===== src/rtl/dwc_recovery_ctrl_pkg.sv =====
// Shared FSM state and interrupt-cause types for the DWC recovery controller.
// Types only; no timing or flow-control behaviour lives here.
package dwc_pkg;

    typedef enum logic [2:0] {
        IDLE,
        CLEAR,
        RETRY,
        WAIT,
        IRQ
    } dwc_rec_state_t;

    typedef enum logic [1:0] {
        CAUSE_NONE,
        CAUSE_RETRY,
        CAUSE_WDOG
    } dwc_irq_cause_t;

endpackage


===== src/rtl/dwc_recovery_ctrl_if.sv =====
// Comparator verdict, CPU acknowledge and status bundle of the recovery controller.
// Verdict is a held level until dwc_clear; irq_ack and the control outputs are 1-cycle pulses.
interface dwc_recovery_ctrl_if #(
    parameter int DATA_W = 32,
    parameter int CNT_W  = 8
);
    logic              cmp_valid;
    logic              cmp_match;
    logic [DATA_W-1:0] data_a;
    logic [DATA_W-1:0] data_b;
    logic              irq_ack;

    logic              dwc_clear;
    logic              retry_req;
    logic              irq;
    logic [1:0]        irq_cause;
    logic [DATA_W-1:0] fault_a;
    logic [DATA_W-1:0] fault_b;
    logic [CNT_W-1:0]  pass_cnt;
    logic [CNT_W-1:0]  err_cnt;
    logic [CNT_W-1:0]  recov_cnt;

    modport master (
        output cmp_valid, cmp_match, data_a, data_b, irq_ack,
        input  dwc_clear, retry_req, irq, irq_cause, fault_a, fault_b,
               pass_cnt, err_cnt, recov_cnt
    );

    modport slave (
        input  cmp_valid, cmp_match, data_a, data_b, irq_ack,
        output dwc_clear, retry_req, irq, irq_cause, fault_a, fault_b,
               pass_cnt, err_cnt, recov_cnt
    );
endinterface


===== src/rtl/dwc_recovery_ctrl_sat_counter.sv =====
// Saturating up-counter: sticks at all-ones instead of wrapping.
// Increment visible one cycle after i_inc; no backpressure.
module dwc_sat_counter #(
    parameter int W = 8
) (
    input  logic         clk,
    input  logic         reset,
    input  logic         i_inc,
    output logic [W-1:0] o_q
);

    logic [W-1:0] r_q;

    always_ff @(posedge clk or negedge reset) begin
        if (!reset) begin
            r_q <= '0;
        end else if (i_inc && (r_q != '1)) begin
            r_q <= r_q + W'(1);
        end
    end

    assign o_q = r_q;

endmodule


===== src/rtl/dwc_recovery_ctrl.sv =====
// Consumes DWC comparator verdicts: statistics, first-fault capture, bounded retry and IRQ.
// Verdict at edge N -> dwc_clear in N+1 -> retry_req in N+2; verdicts ignored outside IDLE/WAIT.
module dwc_recovery_ctrl
    import dwc_pkg::*;
#(
    parameter int DATA_W    = 32,
    parameter int MAX_RETRY = 3,
    parameter int CNT_W     = 8,
    parameter int WDOG_CYC  = 1024
) (
    input  logic               clk,
    input  logic               reset,
    dwc_recovery_ctrl_if.slave bus
);

    localparam int RC_W = (MAX_RETRY < 2) ? 1 : $clog2(MAX_RETRY + 1);
    localparam int WD_W = (WDOG_CYC < 2) ? 1 : $clog2(WDOG_CYC);
    localparam logic [RC_W-1:0] RC_MAX  = RC_W'(MAX_RETRY);
    localparam logic [WD_W-1:0] WD_LOAD = WD_W'(WDOG_CYC - 1);

    dwc_rec_state_t    r_state;
    logic              r_pend;
    logic [RC_W-1:0]   r_retry_cnt;
    logic [WD_W-1:0]   r_wdog;
    dwc_irq_cause_t    r_cause;
    logic [DATA_W-1:0] r_fault_a;
    logic [DATA_W-1:0] r_fault_b;
    logic              r_clear;
    logic              r_retry;
    logic              r_irq;

    dwc_rec_state_t    w_next;
    logic              w_pend_nx;
    logic [RC_W-1:0]   w_rc_nx;
    logic [WD_W-1:0]   w_wdog_nx;
    dwc_irq_cause_t    w_cause_nx;
    logic              w_capture;
    logic              w_inc_pass;
    logic              w_inc_err;
    logic              w_inc_recov;

    always_comb begin
        w_next      = r_state;
        w_pend_nx   = r_pend;
        w_rc_nx     = r_retry_cnt;
        w_wdog_nx   = r_wdog;
        w_cause_nx  = r_cause;
        w_capture   = 1'b0;
        w_inc_pass  = 1'b0;
        w_inc_err   = 1'b0;
        w_inc_recov = 1'b0;

        case (r_state)
            IDLE: begin
                if (bus.cmp_valid) begin
                    if (bus.cmp_match) begin
                        w_inc_pass = 1'b1;
                        w_pend_nx  = 1'b0;
                        w_next     = CLEAR;
                    end else begin
                        w_inc_err = 1'b1;
                        w_capture = 1'b1;
                        w_rc_nx   = '0;
                        if (MAX_RETRY == 0) begin
                            w_pend_nx  = 1'b0;
                            w_cause_nx = CAUSE_RETRY;
                            w_next     = IRQ;
                        end else begin
                            w_pend_nx = 1'b1;
                            w_next    = CLEAR;
                        end
                    end
                end
            end
            CLEAR: begin
                w_next = r_pend ? RETRY : IDLE;
            end
            RETRY: begin
                w_rc_nx   = r_retry_cnt + RC_W'(1);
                w_wdog_nx = WD_LOAD;
                w_next    = WAIT;
            end
            WAIT: begin
                // A verdict arriving on the expiry cycle takes priority over the timeout.
                if (bus.cmp_valid) begin
                    if (bus.cmp_match) begin
                        w_inc_recov = 1'b1;
                        w_pend_nx   = 1'b0;
                        w_next      = CLEAR;
                    end else begin
                        w_inc_err = 1'b1;
                        if (r_retry_cnt == RC_MAX) begin
                            w_cause_nx = CAUSE_RETRY;
                            w_next     = IRQ;
                        end else begin
                            w_pend_nx = 1'b1;
                            w_next    = CLEAR;
                        end
                    end
                end else if (r_wdog == '0) begin
                    w_cause_nx = CAUSE_WDOG;
                    w_next     = IRQ;
                end else begin
                    w_wdog_nx = r_wdog - WD_W'(1);
                end
            end
            IRQ: begin
                if (bus.irq_ack) begin
                    w_cause_nx = CAUSE_NONE;
                    w_rc_nx    = '0;
                    w_pend_nx  = 1'b0;
                    w_next     = CLEAR;
                end
            end
            default: begin
                w_next = IDLE;
            end
        endcase
    end

    always_ff @(posedge clk or negedge reset) begin
        if (!reset) begin
            r_state     <= IDLE;
            r_pend      <= 1'b0;
            r_retry_cnt <= '0;
            r_wdog      <= '0;
            r_cause     <= CAUSE_NONE;
            r_fault_a   <= '0;
            r_fault_b   <= '0;
            r_clear     <= 1'b0;
            r_retry     <= 1'b0;
            r_irq       <= 1'b0;
        end else begin
            r_state     <= w_next;
            r_pend      <= w_pend_nx;
            r_retry_cnt <= w_rc_nx;
            r_wdog      <= w_wdog_nx;
            r_cause     <= w_cause_nx;
            // Outputs are registered copies of the state being entered.
            r_clear     <= (w_next == CLEAR);
            r_retry     <= (w_next == RETRY);
            r_irq       <= (w_next == IRQ);
            if (w_capture) begin
                r_fault_a <= bus.data_a;
                r_fault_b <= bus.data_b;
            end
        end
    end

    dwc_sat_counter #(.W(CNT_W)) u_pass_cnt (
        .clk   (clk),
        .reset (reset),
        .i_inc (w_inc_pass),
        .o_q   (bus.pass_cnt)
    );

    dwc_sat_counter #(.W(CNT_W)) u_err_cnt (
        .clk   (clk),
        .reset (reset),
        .i_inc (w_inc_err),
        .o_q   (bus.err_cnt)
    );

    dwc_sat_counter #(.W(CNT_W)) u_recov_cnt (
        .clk   (clk),
        .reset (reset),
        .i_inc (w_inc_recov),
        .o_q   (bus.recov_cnt)
    );

    assign bus.dwc_clear = r_clear;
    assign bus.retry_req = r_retry;
    assign bus.irq       = r_irq;
    assign bus.irq_cause = r_cause;
    assign bus.fault_a   = r_fault_a;
    assign bus.fault_b   = r_fault_b;

endmodule


===== src/flat_wrapper.sv =====
// flat-port wrapper written by rule: the top's interface ports become plain ports
module dwc_recovery_ctrl_flat import dwc_pkg::*;
#(
    parameter int DATA_W    = 32,
    parameter int MAX_RETRY = 3,
    parameter int CNT_W     = 8,
    parameter int WDOG_CYC  = 1024
)
  (clk, reset, bus_cmp_valid, bus_cmp_match, bus_data_a, bus_data_b, bus_irq_ack, bus_dwc_clear, bus_retry_req, bus_irq, bus_irq_cause, bus_fault_a, bus_fault_b, bus_pass_cnt, bus_err_cnt, bus_recov_cnt);
  dwc_recovery_ctrl_if #(.DATA_W(DATA_W), .CNT_W(CNT_W)) bus_i ();
  input  logic clk;
  input  logic reset;
  input wire logic [$bits(bus_i.cmp_valid)-1:0] bus_cmp_valid;
  input wire logic [$bits(bus_i.cmp_match)-1:0] bus_cmp_match;
  input wire logic [$bits(bus_i.data_a)-1:0] bus_data_a;
  input wire logic [$bits(bus_i.data_b)-1:0] bus_data_b;
  input wire logic [$bits(bus_i.irq_ack)-1:0] bus_irq_ack;
  output wire logic [$bits(bus_i.dwc_clear)-1:0] bus_dwc_clear;
  output wire logic [$bits(bus_i.retry_req)-1:0] bus_retry_req;
  output wire logic [$bits(bus_i.irq)-1:0] bus_irq;
  output wire logic [$bits(bus_i.irq_cause)-1:0] bus_irq_cause;
  output wire logic [$bits(bus_i.fault_a)-1:0] bus_fault_a;
  output wire logic [$bits(bus_i.fault_b)-1:0] bus_fault_b;
  output wire logic [$bits(bus_i.pass_cnt)-1:0] bus_pass_cnt;
  output wire logic [$bits(bus_i.err_cnt)-1:0] bus_err_cnt;
  output wire logic [$bits(bus_i.recov_cnt)-1:0] bus_recov_cnt;
  assign bus_i.cmp_valid = bus_cmp_valid;
  assign bus_i.cmp_match = bus_cmp_match;
  assign bus_i.data_a = bus_data_a;
  assign bus_i.data_b = bus_data_b;
  assign bus_i.irq_ack = bus_irq_ack;
  assign bus_dwc_clear = bus_i.dwc_clear;
  assign bus_retry_req = bus_i.retry_req;
  assign bus_irq = bus_i.irq;
  assign bus_irq_cause = bus_i.irq_cause;
  assign bus_fault_a = bus_i.fault_a;
  assign bus_fault_b = bus_i.fault_b;
  assign bus_pass_cnt = bus_i.pass_cnt;
  assign bus_err_cnt = bus_i.err_cnt;
  assign bus_recov_cnt = bus_i.recov_cnt;
  dwc_recovery_ctrl #(.DATA_W(DATA_W), .MAX_RETRY(MAX_RETRY), .CNT_W(CNT_W), .WDOG_CYC(WDOG_CYC)) u_core (.clk(clk), .reset(reset), .bus(bus_i));
endmodule

===== config.mk =====
export PLATFORM = sky130hd
export DESIGN_NAME = dwc_recovery_ctrl_flat
export DESIGN_NICKNAME = d
export VERILOG_FILES = /design/src/rtl/dwc_recovery_ctrl_pkg.sv /design/src/rtl/dwc_recovery_ctrl_if.sv /design/src/rtl/dwc_recovery_ctrl_sat_counter.sv /design/src/rtl/dwc_recovery_ctrl.sv /design/src/flat_wrapper.sv
export SDC_FILE = /design/constraint.sdc
export NUM_CORES = 1
export LEC_CHECK = 0
export ABC_AREA = 1
export CORE_UTILIZATION = 42
export DETAILED_ROUTE_END_ITERATION = 8
export GPL_TIMING_DRIVEN = 0
export PLACE_DENSITY = 0.76
export SYNTH_ARGS = -nofsm -noshare
export SYNTH_HDL_FRONTEND = slang
export SYNTH_SLANG_ARGS = --single-unit

===== constraint.sdc =====
create_clock -name clk -period 1.65 [get_ports clk]
set_input_delay 0.2475 -clock clk [delete_from_list [all_inputs] [get_ports clk]]
set_output_delay 0.2475 -clock clk [all_outputs]
set_load 0.005 [all_outputs]

## Word-level counts from Yosys, hierarchy flattened

Cells that the tools add are included.

| cells by class | value |
|---|---|
| reduce and logical (&&, ||, !) cells | 14 |
| add/subtract/negate cells | 5 |
| equal/unequal tests | 21 |
| muxes and demuxes | 34 |

Operators with widths:

| operator | count |
|---|---|
| adder 8 x 1 -> 8 bit, second input constant | 3 |
| inequality test 8 bit, second input constant | 3 |
| 2-to-1 mux 10 bit | 2 |
| one-hot mux 10 bit (2 select lines) | 1 |
| 2-to-1 mux 3 bit | 6 |
| 2-to-1 mux 2 bit | 8 |
| one-hot mux 3 bit (5 select lines) | 1 |
| 2-to-1 mux 1 bit | 13 |
| inequality test 2 bit, second input constant | 6 |
| zero test 10 bit | 1 |
| AND reduction 5 bit | 2 |
| subtractor 10 x 1 -> 10 bit, second input constant | 1 |
| equality test 3 x 2 -> 1 bit, second input constant | 3 |
| equality test 3 x 1 -> 1 bit, second input constant | 2 |
| equality test 3 bit, second input constant | 2 |
| inequality test 3 x 2 -> 1 bit, second input constant | 2 |
| inequality test 3 bit, second input constant | 2 |
| one-hot mux 2 bit (3 select lines) | 1 |
| nonzero test 3 bit | 2 |
| one-hot mux 2 bit (2 select lines) | 1 |
| AND reduction 4 bit | 1 |
| nonzero test 2 bit | 2 |
| logical AND 1 bit | 3 |
| zero test 3 bit | 1 |
| other kinds (5) | 5 |

| storage, ports and cells | value |
|---|---|
| input bits | 69 |
| register bits after elaboration | 109 |
| output and inout port bits | 93 |

## Longest topological paths before layout

Gate-level depths: netlist of run 1.

| logic depth | value |
|---|---|
| depth after elaboration | 6 |
| depth in mapped cells | 10 |
| mapped depth without buffers | 9 |

## Cells and area by module

From an unflattened synthesis of run 1, not the netlist that was laid out.

| second synthesis, totals | value |
|---|---|
| cell total of the unflattened synthesis | 497 |
| area total of the unflattened synthesis | 5230.0 sq um |

Modules (own cells, without submodules):

| module | cells each | area an instance (sq um) | times used |
|---|---|---|---|
| dwc_recovery_ctrl | 308 | 3781.1 | 1 |
| dwc_sat_counter | 63 | 483.0 | 3 |

## Worst setup path before layout of run 1

Ideal clock, no wire load.

| path | value |
|---|---|
| path kind | reg-to-reg |
| from | register u_core.r_wdog[0] |
| to | register u_core.r_wdog[4] |
| setup slack | -0.015 ns |
| library setup time | 0.120 ns |
| arrival time | 1.545 ns |
| data required time | 1.530 ns |
| stages on the path, launching flop included | 11 |
| clock period less this slack | 1.665 ns |
| path buffers | 1 |
| cell sequence | dfrtp_1 -> inv_1 -> ha_1 -> nand2_1 -> nor2_4 -> nand3_2 -> nand2_2 -> nand2_2 -> buf_6 -> o21ai_1 -> nand2_1 |

| on the way | value |
|---|---|
| cells in the longest elaborated chain, start to end | 4 |
| elaborated cells between the ends (all ways) | 7 |
| those cells by class | add/sub (1); eq/ne (1); mux (3); reduce/logical (2) |

Ends and longest elaborated chain:

| element | line | text |
|---|---|---|
| start: declaration | dwc_recovery_ctrl.sv:24 | `logic [WD_W-1:0] r_wdog;` |
| start signal: assignment | dwc_recovery_ctrl.sv:137 | `r_wdog <= w_wdog_nx;` |
| subtractor 10 x 1 -> 10 bit | dwc_recovery_ctrl.sv:104 | `w_wdog_nx = r_wdog - WD_W'(1);` |
| 2-to-1 mux 10 bit | dwc_recovery_ctrl.sv:100 | `end else if (r_wdog == '0) begin` |
| 2-to-1 mux 10 bit | dwc_recovery_ctrl.sv:85 | `if (bus.cmp_valid) begin` |
| one-hot mux 10 bit (2 select lines) | dwc_recovery_ctrl.sv:53 | `case (r_state)` |

Several ways; a longest one is shown, not always the timed one. The select of a mux whose other input is x is not followed.
A chain may end at the register's enable or synchronous reset.

## Worst setup path in the final report of run 1

| path | value |
|---|---|
| from | register u_core.u_err_cnt.r_q[4], in the netlist u_core.u_err_cnt.o_q[4] |
| to | output port bus_err_cnt[4] |

RTL lines:

| element | line | text |
|---|---|---|
| start: declaration | dwc_recovery_ctrl_sat_counter.sv:12 | `logic [W-1:0] r_q;` |
| start signal: assignment | dwc_recovery_ctrl_sat_counter.sv:18 | `r_q <= r_q + W'(1);` |
| end: declaration | flat_wrapper.sv:25 | `output wire logic [$bits(bus_i.err_cnt)-1:0] bus_err_cnt;` |

No word-level cell between the ends.

==> impl_results.md, run 1 <==
- Mux cell area share after synthesis: 18.3%
- Max cap viols: 0
- DR iter-0 viols: between 200 and 250
- Clock Tree Root: clkbuf_16
- Hold WS: 0.391 ns
- Complex-gate fraction of the synthesized area: 2.42%
- Initial Util: 43.0%
- Final HPWL DP: 8690 um
- Switching Share: 30.4%
- Post-Syn Instances: 457
- CP required: roughly 1.4 ns
- 1st-pass router iterations: 4
- Most frequent cell after synthesis: nand2_1
- Final setup viols: 0
- I/O pin count: 162
- Int Power: roughly 9.0 mW
- Buf/Inv on CP: 1
- Slowest cell on the critical path: clkdlybuf4s50_1
- Simple-Gate Fraction of Synth Area: 16.1%
- EDFF count, synth: 0
- Worst-path clk slew: 0.07 ns
- Synth area leader: dfrtp_1
- Die height: about 110 um
- Slew @ Worst Pin: 0.530 ns
- Largest family of logic cells by synthesized area: multiplexers
- Clock power frac: 18.5%
- CTS buffer count: 9
- Synth Area in XOR/XNOR: 3.56%
- DRC: 0
- Async S/R FF share, synth: 100%
- Final non-filler cell total: 792
- Hold crit path type: in -> reg
- Prevailing post-synth register cell: dfrtp_1
- LEAKAGE: 3.53 nW
- Delay of the slowest critical-path stage: 0.54 ns
- Initial antenna violation count: 0
- Final #Nets: approximately 700
- Critical path class: reg -> out
- Headroom to the max-slew limit: 64.7%
- Antenna viol nets, final: 0
- Placed cells: ~770
- Vias in the first global route: 3858
- Die Width: ~110 um
- Tcrit/Tclk final: 96.8%
- Wire per inst: between 15 and 20 um
- Psw: 3.93 mW
- Largest net degree at the start of global routing: 72
- CP top delay family: buffers and inverters
- Vias per cell: 4.91
- H-tree depth: 3
- Seq pwr share: a little under two fifths
- Global-route usage over all layers: 19.3%
- Netlist Area Pre-Place: 5160 sq um
- N_diodes: 0
- CP Capture Type: output port
- Peak supply drop: 0.000722 V
- GPL Wtd Cong: 0.890
- GRT busiest layer: met2
- Top cell type's share of synthesized area: 52.8%
- Yosys Warn Count: 0
- Pwr/cell area: 1740 nW/um^2
- Routing usage on met2: around a third
- CP Max Fanout: 6
- Status: finished clean
- Crit start category: flip-flop
- FF+latch count, synth: 109
- RSZ-0062 raised after global routing: true
- # rows: 40
- CTS tree: built
- Core Area: between 10000 and 15000 sq um
- Top post-synthesis cells by area: dfrtp_1 (53%), mux2_4 (17%), nand2_1 (8.5%), buf_12 (2.7%), nand3_1 (2.5%)
- Buffers added on ports: 161
- Worst EP arrival: 1.35 ns
- Top cells by count, synth: nand2_1 (117), dfrtp_1 (109), mux2_4 (60)
- Layout cells sized above 1: between 10% and 20%
- Clock Sinks: 109
- Max clock buf depth: 2
- Area grow syn2layout: 44.0%
- Clock skew: 0.00739 ns
- CP cell instances: clkdlybuf4s50_1
- Register area share after synthesis: 52.8%
- Met3 usage: 4.87%
- Via count: 3889
- Drt total wl: about 12000 um
- Total gr overflow: 0
- Syn_area_per_cell: 11.3 sq um
- Maximum clock rate: approximately 630 MHz
- Max Slew Vio Count: 0
- Adder-cell area share of the yosys netlist: between 1 and 1.5%
- Min cycle time layout: 1.60 ns
- Die area: 12700 sq um
- Clock latency on the worst-skew pair: 0.35 ns
- Comb power frac: 44.6%
- Final hold vios: 0
- Unique cell type count in the Yosys netlist: 28
- Syn nets: 531
- Met1 Usage GRT: 24.5%
- First-pass GRT wire length: 19300 um
[logic make-up (layout without fill, tap and decap cells)]
kind of cell | Yosys count | after routing
buffers and inverters | 43 | 231
XOR/XNOR | 21 | 21
AND/OR/NAND/NOR | 191 | 191
multiplexers | 64 | 64
adder cells (fa/ha/maj) | 5 | 5
AO/OA/AOI/OAI | 24 | 24
flip-flops | 109 | 109
[power groups by stage]
stage               Combinational, mW  Clock [mW]  Sequential, mW
global placement                 5.51           0            4.71
finish                           5.76        2.38            4.76
CTS                              5.73        2.45            4.75
global route                     6.27        2.54            4.92
floorplan                        2.74           0            4.75
detailed placement               5.63           0            4.79
[final timing paths]
check	start	to	slack [ns]	cells past startpoint
setup / recovery	u_core.u_err_cnt.o_q[4]	bus_err_cnt[4]	0.05	1
hold / removal	bus_cmp_valid	u_core.bus.irq_cause[1]	0.39	4
setup reg to reg	u_core.r_wdog[0]	u_core.r_wdog[6]	0.06	10
hold reg to reg	u_core.r_state[2]	u_core.bus.retry_req	0.49	1
max in group asynchronous	reset	u_core.r_wdog[1]	0.51	3
min in group asynchronous	reset	u_core.u_pass_cnt.o_q[3]	0.42	2
[cell usage in the layout, fill, tap and decap left out, types with 2 or more instances in the layout]
cell,synthesis,final
a31oi_1,2,2
buf_12,7,7
clkinv_4,0,2
o21ai_0,13,12
bufinv_16,0,2
mux2_4,60,60
clkdlybuf4s50_1,0,159
inv_1,27,23
dfrtp_1,109,109
nand2_2,3,2
nor2_1,25,24
nand4_1,6,6
nand2_1,117,116
ha_1,5,4
nor3_1,6,6
clkbuf_16,0,9
inv_8,0,2
inv_2,6,9
nor2_2,2,3
o21ai_1,8,9
nand2_4,1,3
mux2_2,4,4
nand3_1,26,26
xnor2_1,11,11
xor2_1,10,10
buf_4,0,10
[layer usage]
layer / part of all wire, % / wire length, um
met1: 45 / 5380
met3: 6.0 / 723
met4: 0.93 / 112
met2: 48 / 5850
met5: 0 / 0
[sequential cells by signal, indices dropped and copies added (netlist names)]
signal,flops
u_core.bus.fault_a,32
u_core.bus.fault_b,32
u_core.r_wdog,10
u_core.u_err_cnt.o_q,8
u_core.u_pass_cnt.o_q,8
u_core.u_recov_cnt.o_q,8
u_core.r_state,3
u_core.bus.irq_cause,2
u_core.r_retry_cnt,2
u_core.bus.dwc_clear,1
u_core.bus.irq,1
u_core.bus.retry_req,1
u_core.r_pend,1
[metrics by stage]
step	total power [mW]	setup WS [ns]	area [sq um]	utilization (%)	TNS [ns]
2_1_floorplan	7.49	0.000836	5160	-	0
3_3_place_gp	10.2	-3.79	6960	57.9	-431.91
3_5_place_dp	10.4	-0.332	6980	58.1	-23.40
4_1_cts	12.9	0.0223	7370	61.4	0
5_1_grt	13.7	-0.0186	7430	61.9	-0.0610
6_report	12.9	0.0535	7430	61.9	0
[timing repair]
action / CTS / global route
setup buffers: 3 / 5
endpoints found under the hold margin: 38 / 0
pin swaps: 1 / 2
resized for setup: 5 / 11
gates cloned: 0 / 1
endpoints found under the setup margin: 12 / 26
hold buffers: 1 / 0
[layout make-up]
| type | instances | area [sq um] |
|---|---|---|
| plain buffers | 10 | 160 |
| clock buffers | 9 | 225 |
| clock inverters | 7 | 105 |
| fillers | 965 | 4580 |
| inverters | 33 | 129 |
| multi-input cells | 305 | 2180 |
| flip-flops and latches | 109 | 2730 |
| well taps | 147 | 184 |
| repair buffers | 172 | 1720 |
Note: power is estimated with default switching activity, not from simulation.
==> inputs of run 2 (changes only) <==
==> constraint.sdc (replaced) <==
create_clock -name clk -period 1.3 [get_ports clk]
set_input_delay 0.195 -clock clk [delete_from_list [all_inputs] [get_ports clk]]
set_output_delay 0.195 -clock clk [all_outputs]
set_load 0.005 [all_outputs]
==> impl_results.md, run 2 (synthesis results as in run 1) <==
- Post-Place Worst Slack: -0.568 ns
- Met3 usage: 6.53%
- Comb power frac: between 40% and 50%
- Via count: 4343
- Routing usage on met2: between 30% and 40%
- DRC: 0
- Headroom to the max-slew limit: 61.9%
- GRT busiest layer: met2
- Layout cells sized above 1: 32.8%
- R2R Setup Slk: -0.29 ns
- Int Power: 11.4 mW
- Pwr/cell area: 2100 nW/um^2
- Final #Nets: 782
- Final hold vios: 0
- Worst-path clk slew: 0.07 ns
- Clock Sinks: roughly 110
- DR iter-0 viols: between 300 and 400
- First-pass GRT wire length: 21900 um
- N_diodes: 0
- Tcrit/Tclk final: 122%
- Global-route usage over all layers: 21.9%
- 1st-pass router iterations: 5
- I/O pin count: 162
- Status: finished, violations left
- Failing checks: setup timing
- Wire per inst: 16.7 um
- Design area: 8070 sq um
- Peak supply drop: between 0.001 and 0.0015 V
- Vias in the first global route: about 4300
- Final non-filler cell total: 860
- CTS tree: built
- Crit start category: flip-flop
- Final HPWL DP: 8660 um
- Dpl cell area: 7030 sq um
- Core Area: between 10000 and 15000 sq um
- Drt total wl: 14300 um
- Clock skew: 0.00585 ns
- Initial Util: about 43%
- CP Max Fanout: 2
- Post-layout util: between 60 and 70%
- Most frequent cells in the layout: dfrtp_1 (107), nand2_1 (101), dlygate4sd2_1 (93)
- RR Startpoint: u_core.r_wdog[0]
- CP Capture Type: flip-flop
- Clock latency on the worst-skew pair: between 0.3 and 0.4 ns
- Met1 Usage GRT: 26.8%
- Total gr overflow: 0
- GPL Wtd Cong: 0.835
- Max cap viols: 0
- Vias per cell: between 5 and 6
- Placed cells: around 770
- Critical path class: reg -> reg
- Final setup viols: 108
- CP required: 1.53 ns
- # rows: 40
- Multi-input logic area: 2380 sq um
- Final TNS setup: -20.13 ns
- Largest net degree at the start of global routing: 70
- Buffers added on ports: 161
- RSZ-0062 raised after global routing: true
- Hold crit path type: in -> async
- Max clock buf depth: 2
- Die area: around 13000 sq um
- Die Width: approximately 110 um
- Reg2Reg Depth: 11
- Maximum clock rate: between 600 and 700 MHz
- Psw: 5.56 mW
- Reg-to-reg endpoint: u_core.r_state[0]
- Area grow syn2layout: 56.3%
- H-tree depth: 3
- LEAKAGE: 4.09 nW
- Clock Tree Root: clkbuf_16
- Slew @ Worst Pin: 0.572 ns
- Antenna viol nets, final: 0
- Worst EP arrival: 1.82 ns
- Initial antenna violation count: 0
- Most common cell after layout, fill and taps aside: dfrtp_1
- Max Slew Vio Count: 0
- Final total power: 16.9 mW
- Reg area: between 2000 and 3000 sq um
- Seq pwr share: 34.7%
- Worst setup margin: -0.287 ns
- Hold WS: 0.380 ns
- Clock power frac: 16.8%
- Min cycle time layout: approximately 1.6 ns
- Switching Share: around a third
- CTS buffer count: 9
- FILL cells: 856
- Die height: 113 um
## run 2: changes by cell type in the layout (fill, tap and decap cells not counted), moves of 5 or more
| cell | delta |
|---|---|
| buf_4 | +58 |
| buf_6 | +7 |
| clkdlybuf4s50_1 | -93 |
| dlygate4sd2_1 | +93 |
| inv_1 | -7 |
| nand2_1 | -15 |
| nand2_2 | +9 |
| nand2_4 | +7 |
| nand3_1 | -6 |
| nor2_4 | +5 |
| o21ai_2 | +5 |
## run 2: cell type report
| class | instances | area share (%) |
|---|---|---|
| flip-flops and latches | 109 | 33.8 |
| multi-input cells | 306 | 29.5 |
| repair buffers | 239 | 26.7 |
| clock buffers | 12 | 3.18 |
| well taps | 147 | 2.28 |
| plain buffers | 10 | 2.06 |
| inverters | 33 | 1.78 |
| clock inverters | 4 | 0.682 |
## run 2: worst max-delay path by stage
stage	startpoint	end	slack [ns]	cells past startpoint
4_1_cts	u_core.r_wdog[0]	u_core.r_wdog[4]	-0.17	10
2_1_floorplan	u_core.r_wdog[0]	u_core.r_wdog[4]	-0.22	10
5_1_grt	u_core.r_state[0]	u_core.r_pend	-0.32	11
3_3_place_gp	reset	u_core.u_recov_cnt.o_q[7]	-4.05	1
3_5_place_dp	bus_cmp_valid	u_core.bus.fault_a[13]	-0.57	7
6_report	u_core.r_wdog[0]	u_core.r_state[0]	-0.29	11
## run 2: timing repair
item	CTS	global route
gates resized for setup	148	28
setup buffers	61	13
hold buffers	1	0
pin swaps	18	17
endpoints found under the hold margin	40	0
gates cloned	3	0
endpoints found under the setup margin	201	109
## run 2: critical path, stage by stage (launching register included)
cell     delay, ns
dfrtp_1       0.42
inv_2         0.11
ha_4          0.15
nand2_4       0.05
nor2_4        0.15
nand3_4       0.09
buf_4         0.15
buf_6         0.11
nand3_2       0.05
nand2_1       0.05
nand2_1       0.06
nand2_1       0.06
## run 2: power groups by stage
stage / combinational, mW / sequential (mW) / clock (mW)
CTS: 7.72 / 5.83 / 2.92
floorplan: 3.55 / 6.05 / 0
detailed placement: 7.22 / 6.09 / 0
global placement: 7.07 / 5.99 / 0
finish: 8.22 / 5.88 / 2.85
global route: 8.84 / 6.06 / 3.04
## run 2: layer usage
| metal | wire [um] | share of wire [%] |
|---|---|---|
| met1 | 5760 | 40 |
| met2 | 7100 | 50 |
| met3 | 1120 | 7.8 |
| met4 | 338 | 2.4 |
| met5 | 0 | 0 |
